File: src/rtl/mips_pkg.sv
// Shared MIPS control definitions: opcodes, multicycle states,
// datapath mux encodings and the multicycle control word.
package mips_pkg;

    localparam int OP_W    = 6;
    localparam int STATE_W = 4;

    localparam logic [OP_W-1:0] R_FORMAT = 6'd0;
    localparam logic [OP_W-1:0] LW       = 6'd35;
    localparam logic [OP_W-1:0] SW       = 6'd43;
    localparam logic [OP_W-1:0] BEQ      = 6'd4;
    localparam logic [OP_W-1:0] J        = 6'd2;
    localparam logic [OP_W-1:0] ADDI     = 6'd8;

    typedef enum logic [STATE_W-1:0] {
        FETCH  = 4'd0,
        DECODE = 4'd1,
        MEMADR = 4'd2,
        MEMRD  = 4'd3,
        MEMWB  = 4'd4,
        MEMWR  = 4'd5,
        EXEC   = 4'd6,
        RWB    = 4'd7,
        BRANCH = 4'd8,
        JUMP   = 4'd9,
        ADDIEX = 4'd10,
        ADDIWB = 4'd11
    } state_t;

    localparam logic [1:0] ALU_ADD   = 2'b00;
    localparam logic [1:0] ALU_SUB   = 2'b01;
    localparam logic [1:0] ALU_FUNCT = 2'b10;

    localparam logic [1:0] SRCB_REG  = 2'b00;
    localparam logic [1:0] SRCB_FOUR = 2'b01;
    localparam logic [1:0] SRCB_IMM  = 2'b10;
    localparam logic [1:0] SRCB_SH2  = 2'b11;

    localparam logic [1:0] PC_ALU    = 2'b00;
    localparam logic [1:0] PC_ALUOUT = 2'b01;
    localparam logic [1:0] PC_JUMP   = 2'b10;

    typedef struct packed {
        logic       pc_write;
        logic       pc_write_cond;
        logic [1:0] pc_source;
        logic       iord;
        logic       mem_read;
        logic       mem_write;
        logic       ir_write;
        logic       mem_to_reg;
        logic       reg_dst;
        logic       reg_write;
        logic       alu_src_a;
        logic [1:0] alu_src_b;
        logic [1:0] alu_op;
        logic       instr_done;
    } ctrl_t;

endpackage

File: src/rtl/mc_output_decode.sv
// Moore control-word decode for the multicycle controller; only the
// FETCH and MEMWR handshake terms look at mem_ready.
module mc_output_decode
    import mips_pkg::*;
(
    input  logic [STATE_W-1:0] state,
    input  logic               mem_ready,
    output ctrl_t              ctrl
);

    always_comb begin
        ctrl = '0;
        case (state)
            FETCH: begin
                ctrl.mem_read  = 1'b1;
                ctrl.alu_src_b = SRCB_FOUR;
                ctrl.ir_write  = mem_ready;
                ctrl.pc_write  = mem_ready;
            end
            DECODE: ctrl.alu_src_b = SRCB_SH2;
            MEMADR: begin
                ctrl.alu_src_a = 1'b1;
                ctrl.alu_src_b = SRCB_IMM;
            end
            MEMRD: begin
                ctrl.mem_read = 1'b1;
                ctrl.iord     = 1'b1;
            end
            MEMWB: begin
                ctrl.mem_to_reg = 1'b1;
                ctrl.reg_write  = 1'b1;
                ctrl.instr_done = 1'b1;
            end
            MEMWR: begin
                ctrl.mem_write  = 1'b1;
                ctrl.iord       = 1'b1;
                ctrl.instr_done = mem_ready;
            end
            EXEC: begin
                ctrl.alu_src_a = 1'b1;
                ctrl.alu_op    = ALU_FUNCT;
            end
            RWB: begin
                ctrl.reg_dst    = 1'b1;
                ctrl.reg_write  = 1'b1;
                ctrl.instr_done = 1'b1;
            end
            BRANCH: begin
                ctrl.alu_src_a     = 1'b1;
                ctrl.alu_op        = ALU_SUB;
                ctrl.pc_write_cond = 1'b1;
                ctrl.pc_source     = PC_ALUOUT;
                ctrl.instr_done    = 1'b1;
            end
            JUMP: begin
                ctrl.pc_write   = 1'b1;
                ctrl.pc_source  = PC_JUMP;
                ctrl.instr_done = 1'b1;
            end
            ADDIEX: begin
                ctrl.alu_src_a = 1'b1;
                ctrl.alu_src_b = SRCB_IMM;
            end
            ADDIWB: begin
                ctrl.reg_write  = 1'b1;
                ctrl.instr_done = 1'b1;
            end
            default: ctrl = '0;
        endcase
    end

endmodule

File: src/rtl/multicycle_control.sv
// Multicycle MIPS sequencing controller: state register, next-state
// logic and reset gating around the control-word decoder.
module multicycle_control
    import mips_pkg::*;
#(
    parameter int OP_W    = 6,
    parameter int STATE_W = 4
) (
    input  logic               clk,
    input  logic               reset_n,
    input  logic [OP_W-1:0]    op,
    input  logic               mem_ready,
    output logic               PCWrite,
    output logic               PCWriteCond,
    output logic [1:0]         PCSource,
    output logic               IorD,
    output logic               MemRead,
    output logic               MemWrite,
    output logic               IRWrite,
    output logic               MemtoReg,
    output logic               RegDst,
    output logic               RegWrite,
    output logic               ALUSrcA,
    output logic [1:0]         ALUSrcB,
    output logic [1:0]         ALUOp,
    output logic               instr_done,
    output logic               illegal_op,
    output logic [STATE_W-1:0] state
);

    logic [STATE_W-1:0] state_q;
    logic [STATE_W-1:0] state_d;
    logic               op_bad;
    ctrl_t              ctrl;

    always_ff @(posedge clk) begin
        if (!reset_n) state_q <= FETCH;
        else          state_q <= state_d;
    end

    always_comb begin
        op_bad  = 1'b0;
        state_d = FETCH;
        case (state_q)
            FETCH:  state_d = mem_ready ? DECODE : FETCH;
            DECODE: begin
                case (op)
                    LW, SW:   state_d = MEMADR;
                    R_FORMAT: state_d = EXEC;
                    BEQ:      state_d = BRANCH;
                    J:        state_d = JUMP;
                    ADDI:     state_d = ADDIEX;
                    default: begin
                        state_d = FETCH;
                        op_bad  = 1'b1;
                    end
                endcase
            end
            MEMADR: begin
                case (op)
                    LW:      state_d = MEMRD;
                    SW:      state_d = MEMWR;
                    default: state_d = FETCH;
                endcase
            end
            MEMRD:  state_d = mem_ready ? MEMWB : MEMRD;
            MEMWR:  state_d = mem_ready ? FETCH : MEMWR;
            EXEC:   state_d = RWB;
            ADDIEX: state_d = ADDIWB;
            default: state_d = FETCH;
        endcase
    end

    mc_output_decode u_decode (
        .state     (state_q),
        .mem_ready (mem_ready),
        .ctrl      (ctrl)
    );

    // Everything, including the debug state, reads 0 while in reset.
    assign PCWrite     = reset_n & ctrl.pc_write;
    assign PCWriteCond = reset_n & ctrl.pc_write_cond;
    assign PCSource    = {2{reset_n}} & ctrl.pc_source;
    assign IorD        = reset_n & ctrl.iord;
    assign MemRead     = reset_n & ctrl.mem_read;
    assign MemWrite    = reset_n & ctrl.mem_write;
    assign IRWrite     = reset_n & ctrl.ir_write;
    assign MemtoReg    = reset_n & ctrl.mem_to_reg;
    assign RegDst      = reset_n & ctrl.reg_dst;
    assign RegWrite    = reset_n & ctrl.reg_write;
    assign ALUSrcA     = reset_n & ctrl.alu_src_a;
    assign ALUSrcB     = {2{reset_n}} & ctrl.alu_src_b;
    assign ALUOp       = {2{reset_n}} & ctrl.alu_op;
    assign instr_done  = reset_n & ctrl.instr_done;
    assign illegal_op  = reset_n & op_bad;
    assign state       = {STATE_W{reset_n}} & state_q;

endmodule

File: config.mk
export PLATFORM = sky130hd
export DESIGN_NAME = multicycle_control
export DESIGN_NICKNAME = d
export VERILOG_FILES = /design/src/rtl/mips_pkg.sv /design/src/rtl/mc_output_decode.sv /design/src/rtl/multicycle_control.sv
export SDC_FILE = /design/constraint.sdc
export NUM_CORES = 1
export LEC_CHECK = 0
export CAP_MARGIN = 20
export CORE_MARGIN = 2
export CORE_UTILIZATION = 44
export CTS_BUF_LIST = sky130_fd_sc_hd__clkbuf_2 sky130_fd_sc_hd__clkbuf_4 sky130_fd_sc_hd__clkbuf_8
export CTS_CLUSTER_DIAMETER = 30
export DETAILED_ROUTE_END_ITERATION = 8
export GPL_TIMING_DRIVEN = 0
export PLACE_DENSITY = 0.9
export REMOVE_ABC_BUFFERS = 1
export SYNTH_ARGS = -nofsm -noshare
export SYNTH_HDL_FRONTEND = slang
export SYNTH_SLANG_ARGS = --single-unit
File: constraint.sdc
create_clock -name clk -period 2.5 [get_ports clk]
set_input_delay 0.375 -clock clk [delete_from_list [all_inputs] [get_ports clk]]
set_output_delay 0.375 -clock clk [all_outputs]
set_load 0.005 [all_outputs]
==> results of run 1 <==
## layer usage
layer / track usage [%] / routed length (µm) / up-vias
li1: - / - / 394
met1: 29.39 / 739 / 358
met2: 37.50 / 846 / 29
met3: 3.261 / 89 / 0
met4: 2.419 / 0 / 0
met5: 0 / 0 / -
## what timing repair did
item	in CTS	in global routing
endpoints found under the setup margin	6	3
hold endpoints to repair	0	0
gates resized for setup	2	2
setup buffers	0	1
pin swaps	0	1
## metrics by stage
stage	utilization [%]	worst slack [ns]	hold slack, ns
global placement	68.17	-0.1441	0.7480
floorplan	-	0.9466	0.5675
global route	70.48	0.0006755	0.7201
CTS	69.71	0.01057	0.7036
finish	70.48	0.04268	0.6989
detailed placement	68.17	-0.1419	0.7534
## worst register-to-register path, delay by kind of cell, from the launching register on
family / cells / cell delay [ns]
AOI/OAI and AO/OA: 2 / 0.35
DFF: 1 / 0.65
and+or+nand+nor: 2 / 0.40
## report_power, final
part | switching (µW) | internal [µW] | leakage (µW)
Clock | 25.5 | 53.6 | 0.0000138
Sequential | 3.83 | 65.7 | 0.0000333
Combinational | 30.0 | 35.0 | 0.000262
Total | 59.4 | 154 | 0.000309
## logic make-up after synthesis
| kind of cell | count (synthesis) | share of synthesized area (%) |
|---|---|---|
| AO/OA/AOI/OAI | 23 | 23.77 |
| buffers and inverters | 9 | 8.194 |
| flip-flops | 4 | 13.12 |
| AND/OR/NAND/NOR | 54 | 50.62 |
| XOR/XNOR | 3 | 4.304 |
## final cells by class
cell class	count	area (µm²)	share of cell area, %
clock buffers	3	22.52	2.456
repair buffers	31	305.3	33.29
multi-input cells	80	480.5	52.39
flip-flops and latches	4	82.58	9.004
well taps	15	18.77	2.046
inverters	2	7.507	0.8186
## path summary, 6_finish.rpt
kind	start	endpoint	cells past startpoint
worst max register to register	state_q[2]	state_q[0]	4
worst min register to register	state_q[0]	state_q[2]	3
worst max-delay path	op[5]	illegal_op	4
worst min-delay path	op[3]	state_q[1]	3
## cells in the mapped netlist (2+ instances only)
| library cell | n |
|---|---|
| nand2_1 | 7 |
| nor3_1 | 6 |
| a21oi_1 | 8 |
| nand2b_1 | 4 |
| dfxtp_1 | 4 |
| o21ai_0 | 5 |
| xnor2_1 | 2 |
| and3_1 | 2 |
| buf_2 | 3 |
| nor3b_1 | 3 |
| a21o_1 | 2 |
| nor2_1 | 16 |
| and2_1 | 3 |
==> run summary, run 1 <==
Worst path most repeated cell: clkdlybuf4s50_1
CP Cell Sequence: clkdlybuf4s50_1 > or4_4 > o2111a_1 > clkdlybuf4s50_1
Clock skew: 0.003724 ns
Most common cell after layout, fill and taps aside: clkdlybuf4s50_1
Final HPWL DP: 1.271 mm
Cts hold-fix bufs: 0
Sequential share of the synthesized area: 13.11%
Avg Vias per Cell: 5.785
Clk Latency, worst-skew pair: 0.23 ns
Port buffer count: 30
RSZ-0062 raised after global routing: false
Buffers plus inverters on the worst setup path: 2
Clock sink total: 4
Clock buffer depth: 2
Fmax: 406.9 MHz
Post-synth ARST share: 0%
Share of Yosys cell area claimed by the top area cell type: 13.11%
GRT overflow: 0
Share of cells above drive strength 1: 10.00%
YS warnings: 0
Placed inst area: 887.1 µm²
Gp weighted congestion: 0.8156
Core ar.: 1301 µm²
Worst setup SP type: input pin
Hold Path Class: input pin to register
Synth Cell Area: 610.6 µm²
Cells after Synth: 93
Largest net degree at the start of global routing: 19
Status: complete, no violations
Power per cell area: 233.0 nW/µm²
Clock slew at reported path FFs: 0.04 ns
Antenna violations before repair: 0
Final Cell Area: 917.1 µm²
I/O pins: 31
Overall die height: 41.25 µm
Area leader, netlist: dfxtp_1
Initial Util: 46.92%
EDFF count, synth: 0
Synth Flop Type: dfxtp_1
Worst-path fanout max: 4
Die area: 1702 µm²
Crit path max-delay family: buffers and inverters
Final Hold Viols: 0
Final setup TNS: 0 ns
Critical path required time: 2.12 ns
Most frequent cells in the layout: clkdlybuf4s50_1 (28), nor2_1 (16), a21oi_1 (8)
Detail Route Antenna Nets: 0
CTS H-Tree Depth: 1
Clock Root Buffer: clkbuf_4
# DRC: 0
Max reg flops: 4
Placed instance count: 131
Arrival time worst endpoint: 2.08 ns
Num rows: 13
Nets: 131
Final Slew Violations: 0
Min cycle time layout: 2.457 ns
Routed Wire Length: 1.674 mm
Tcrit/Tclk final: 98.29%
Largest cells by area after synthesis: dfxtp_1 (13%), nor2_1 (9.8%), a21oi_1 (6.6%), nor3_1 (4.9%), nand2_1 (4.3%)
Mean Syn Cell Area: 6.565 µm²
Vias in the first global route: 581
Worst setup EP type: output port
Area growth, synth to finish: 50.20%
Number of inserted diodes: 0
CTS Buf Count: 3
Worst slew pin tran: 0.5471 ns
Max_cap viols: 0
Total track usage: 21.86%
TritonCTS clock tree: built
Largest reg by FF count: state_q
R2R setup slack: 0.97 ns
WL per Instance: 12.40 µm
CP max-delay cell: or4_4
First-pass GRT wire length: 2.546 mm
Filler cell count: 129
Final cell count without fillers: 135
DR pass1 iterations: 4
Chip width: 41.25 µm
Synthesized flop and latch total: 4
Setup violators final: 0
Netlist cell types: 41
Top flop regs: state_q: 4 flops
DR iter-0 viols: 17
Via count: 781
Rel. slew slack: 63.48%
Max stage delay on crit path: 0.55 ns
Crit Path Category: input pin to output port
Max IR drop VDD: 0.2140 mV
Tot Pwr: 213.7 µW
Pleak: 0.0003093 µW
No activity file was read; power rests on OpenSTA's default activity.
==> inputs of run 2 (changes only) <==
Settings changed: CORE_MARGIN 2 to default.
==> run summary, run 2 (synthesized netlist as in run 1, its figures left out) <==
Clock slew at reported path FFs: 0.05 ns (was 0.04 ns)
Clock power share: 39.9% (was 37.0%)
DR iter-0 viols: 36 (was 17)
Max reg flops: 4 (unchanged)
Crit Path Category: input pin to output port (unchanged)
GRT overflow: 0 (unchanged)
Min cycle time layout: 2.452 ns (was 2.457 ns)
Status: complete, no violations (unchanged)
Chip width: 39.25 µm (was 41.25 µm)
WL per Instance: 13.31 µm (was 12.40 µm)
Clk Latency, worst-skew pair: 0.26 ns (was 0.23 ns)
Arrival time worst endpoint: 2.08 ns (about the same)
Clock Root Buffer: clkbuf_4 (unchanged)
CP Cell Sequence: clkdlybuf4s50_1 > and3_1 > o21ai_0 > o2111a_1 > clkdlybuf4s50_1 (was clkdlybuf4s50_1 > or4_4 > o2111a_1 > clkdlybuf4s50_1)
Max IR drop VDD: 0.2238 mV (was 0.2140 mV)
Num rows: 13 (unchanged)
Worst slew pin tran: 0.3779 ns (was 0.5471 ns)
TritonCTS clock tree: built (unchanged)
Min-Delay Endpoint: state_q[1] (unchanged)
Critical path required time: 2.12 ns (about the same)
Largest reg by FF count: state_q (unchanged)
Setup violators final: 0 (unchanged)
Clock sink total: 4 (unchanged)
Buffers plus inverters on the worst setup path: 2 (unchanged)
Max stage delay on crit path: 0.54 ns (was 0.55 ns)
Worst hold path depth: 3 (unchanged)
Final cell count without fillers: 135 (unchanged)
Worst-path fanout max: 7 (was 4)
Placed inst area: 887.1 µm² (unchanged)
First-pass GRT wire length: 2.870 mm (was 2.546 mm)
Die area: 1541 µm² (was 1702 µm²)
Routed Wire Length: 1.797 mm (was 1.674 mm)
Vias in the first global route: 686 (was 581)
Share of cells above drive strength 1: 10.00% (unchanged)
Core ar.: 1301 µm² (unchanged)
Most frequent cells in the layout: clkdlybuf4s50_1 (28), nor2_1 (16), a21oi_1 (8) (unchanged)
Initial Util: 46.92% (unchanged)
Detail Route Antenna Nets: 0 (unchanged)
Antenna violations before repair: 0 (unchanged)
Worst path most repeated cell: clkdlybuf4s50_1 (unchanged)
Crit path max-delay family: buffers and inverters (unchanged)
Sw power: 69.60 µW (was 59.40 µW)
Gp weighted congestion: 0.8144 (was 0.8156)
Clock buffer depth: 2 (unchanged)
R2R setup slack: 0.96 ns (was 0.97 ns)
Filler cell count: 111 (was 129)
Hold Path Class: input pin to register (unchanged)
I/O pins: 31 (unchanged)
Largest net degree at the start of global routing: 19 (unchanged)
Cell count of the worst reg-to-reg path: 4 (unchanged)
Tcrit/Tclk final: 98.06% (was 98.29%)
Rel. slew slack: 74.77% (was 63.48%)
Register share of total power: 30.8% (was 32.5%)
Worst setup SP type: input pin (unchanged)
Reg2reg start: state_q[0] (was state_q[2])
Critical Path Stages: 5 (was 4)
Final setup TNS: 0 ns (unchanged)
CP max-delay cell: clkdlybuf4s50_1 (was or4_4)
Pleak: 0.0003173 µW (was 0.0003093 µW)
Sw frac: 31.00% (was 27.79%)
Avg Vias per Cell: 5.970 (was 5.785)
Clock skew: 0.02099 ns (was 0.003724 ns)
CTS H-Tree Depth: 1 (unchanged)
Final Hold Viols: 0 (unchanged)
Max_cap viols: 0 (unchanged)
Overall die height: 39.25 µm (was 41.25 µm)
Nets: 131 (unchanged)
Fmax: 407.9 MHz (was 406.9 MHz)
Worst setup EP type: output port (unchanged)
Reg2reg end: state_q[0] (unchanged)
# DRC: 0 (unchanged)
Power per cell area: 243.8 nW/µm² (was 233.0 nW/µm²)
Via count: 806 (was 781)
Final Cell Area: 920.9 µm² (was 917.1 µm²)
Area growth, synth to finish: 50.82% (was 50.20%)
Number of inserted diodes: 0 (unchanged)
Final Slew Violations: 0 (unchanged)
Most common cell after layout, fill and taps aside: clkdlybuf4s50_1 (unchanged)
Port buffer count: 30 (unchanged)
DR pass1 iterations: 4 (unchanged)
Total track usage: 27.30% (was 21.86%)
Top flop regs: state_q: 4 flops (unchanged)
Final HPWL DP: 1.311 mm (was 1.271 mm)
Internal power: 154.9 µW (was 154.3 µW)
Combinational share of power: 29.3% (was 30.4%)
HP Start: op[3] (unchanged)
Placed instance count: 131 (unchanged)
CTS Buf Count: 3 (unchanged)
[run 2: worst max path at each step]
stage,start,to
finish,op[1],illegal_op
global route,op[1],illegal_op
CTS,op[3],illegal_op
detailed placement,reset_n,PCWrite
global placement,reset_n,PCWrite
floorplan,op[0],illegal_op
[run 2: metal layers]
metal | up-vias | track usage, % | routed length (µm)
met3 | 10 | 5.114 | 128
li1 | 392 | - | -
met4 | 0 | 15.52 | 72
met5 | - | 0 | 0
met1 | 353 | 28.57 | 690
met2 | 51 | 50.00 | 906
[run 2: metrics by stage]
stage	utilization [%]	total power (µW)	hold slack, ns	setup slack [ns]
floorplan	-	96.88	0.5675	0.9466
detailed placement	68.17	135.6	0.7433	-0.1685
finish	70.77	224.5	0.5694	0.04846
CTS	69.81	221.2	0.7485	0.001650
global placement	68.17	133.6	0.7495	-0.1365
global route	70.77	235.4	0.6061	-0.01062
[run 2: area by class of cell]
| cell class | count | area, µm² | share of cell area [%] |
|---|---|---|---|
| Inverter | 2 | 7.507 | 0.8152 |
| Tap cell | 15 | 18.77 | 2.038 |
| Multi-Input combinational cell | 80 | 480.5 | 52.17 |
| Sequential cell | 4 | 82.58 | 8.967 |
| Clock buffer | 3 | 22.52 | 2.446 |
| Timing Repair Buffer | 31 | 309.0 | 33.56 |
[run 2: worst min-delay path, stage by stage]
cell and delay, ns:
dlymetal6s2s_1 0.18, nand2b_1 0.14, a31oi_1 0.08
[run 2: repair_timing]
item,CTS,global route
resized for setup,1,3
setup buffers,0,1
hold buffers,0,0
endpoints found under the setup margin,6,4
pin swaps,0,1
[run 2: power groups by stage]
stage | sequential [µW] | combinational (µW) | clock [µW]
global placement | 70.2 | 63.5 | 0
finish | 69.1 | 65.9 | 89.5
CTS | 69.0 | 65.1 | 87.1
global route | 69.5 | 73.4 | 92.5
detailed placement | 70.1 | 65.5 | 0
floorplan | 69.1 | 27.8 | 0
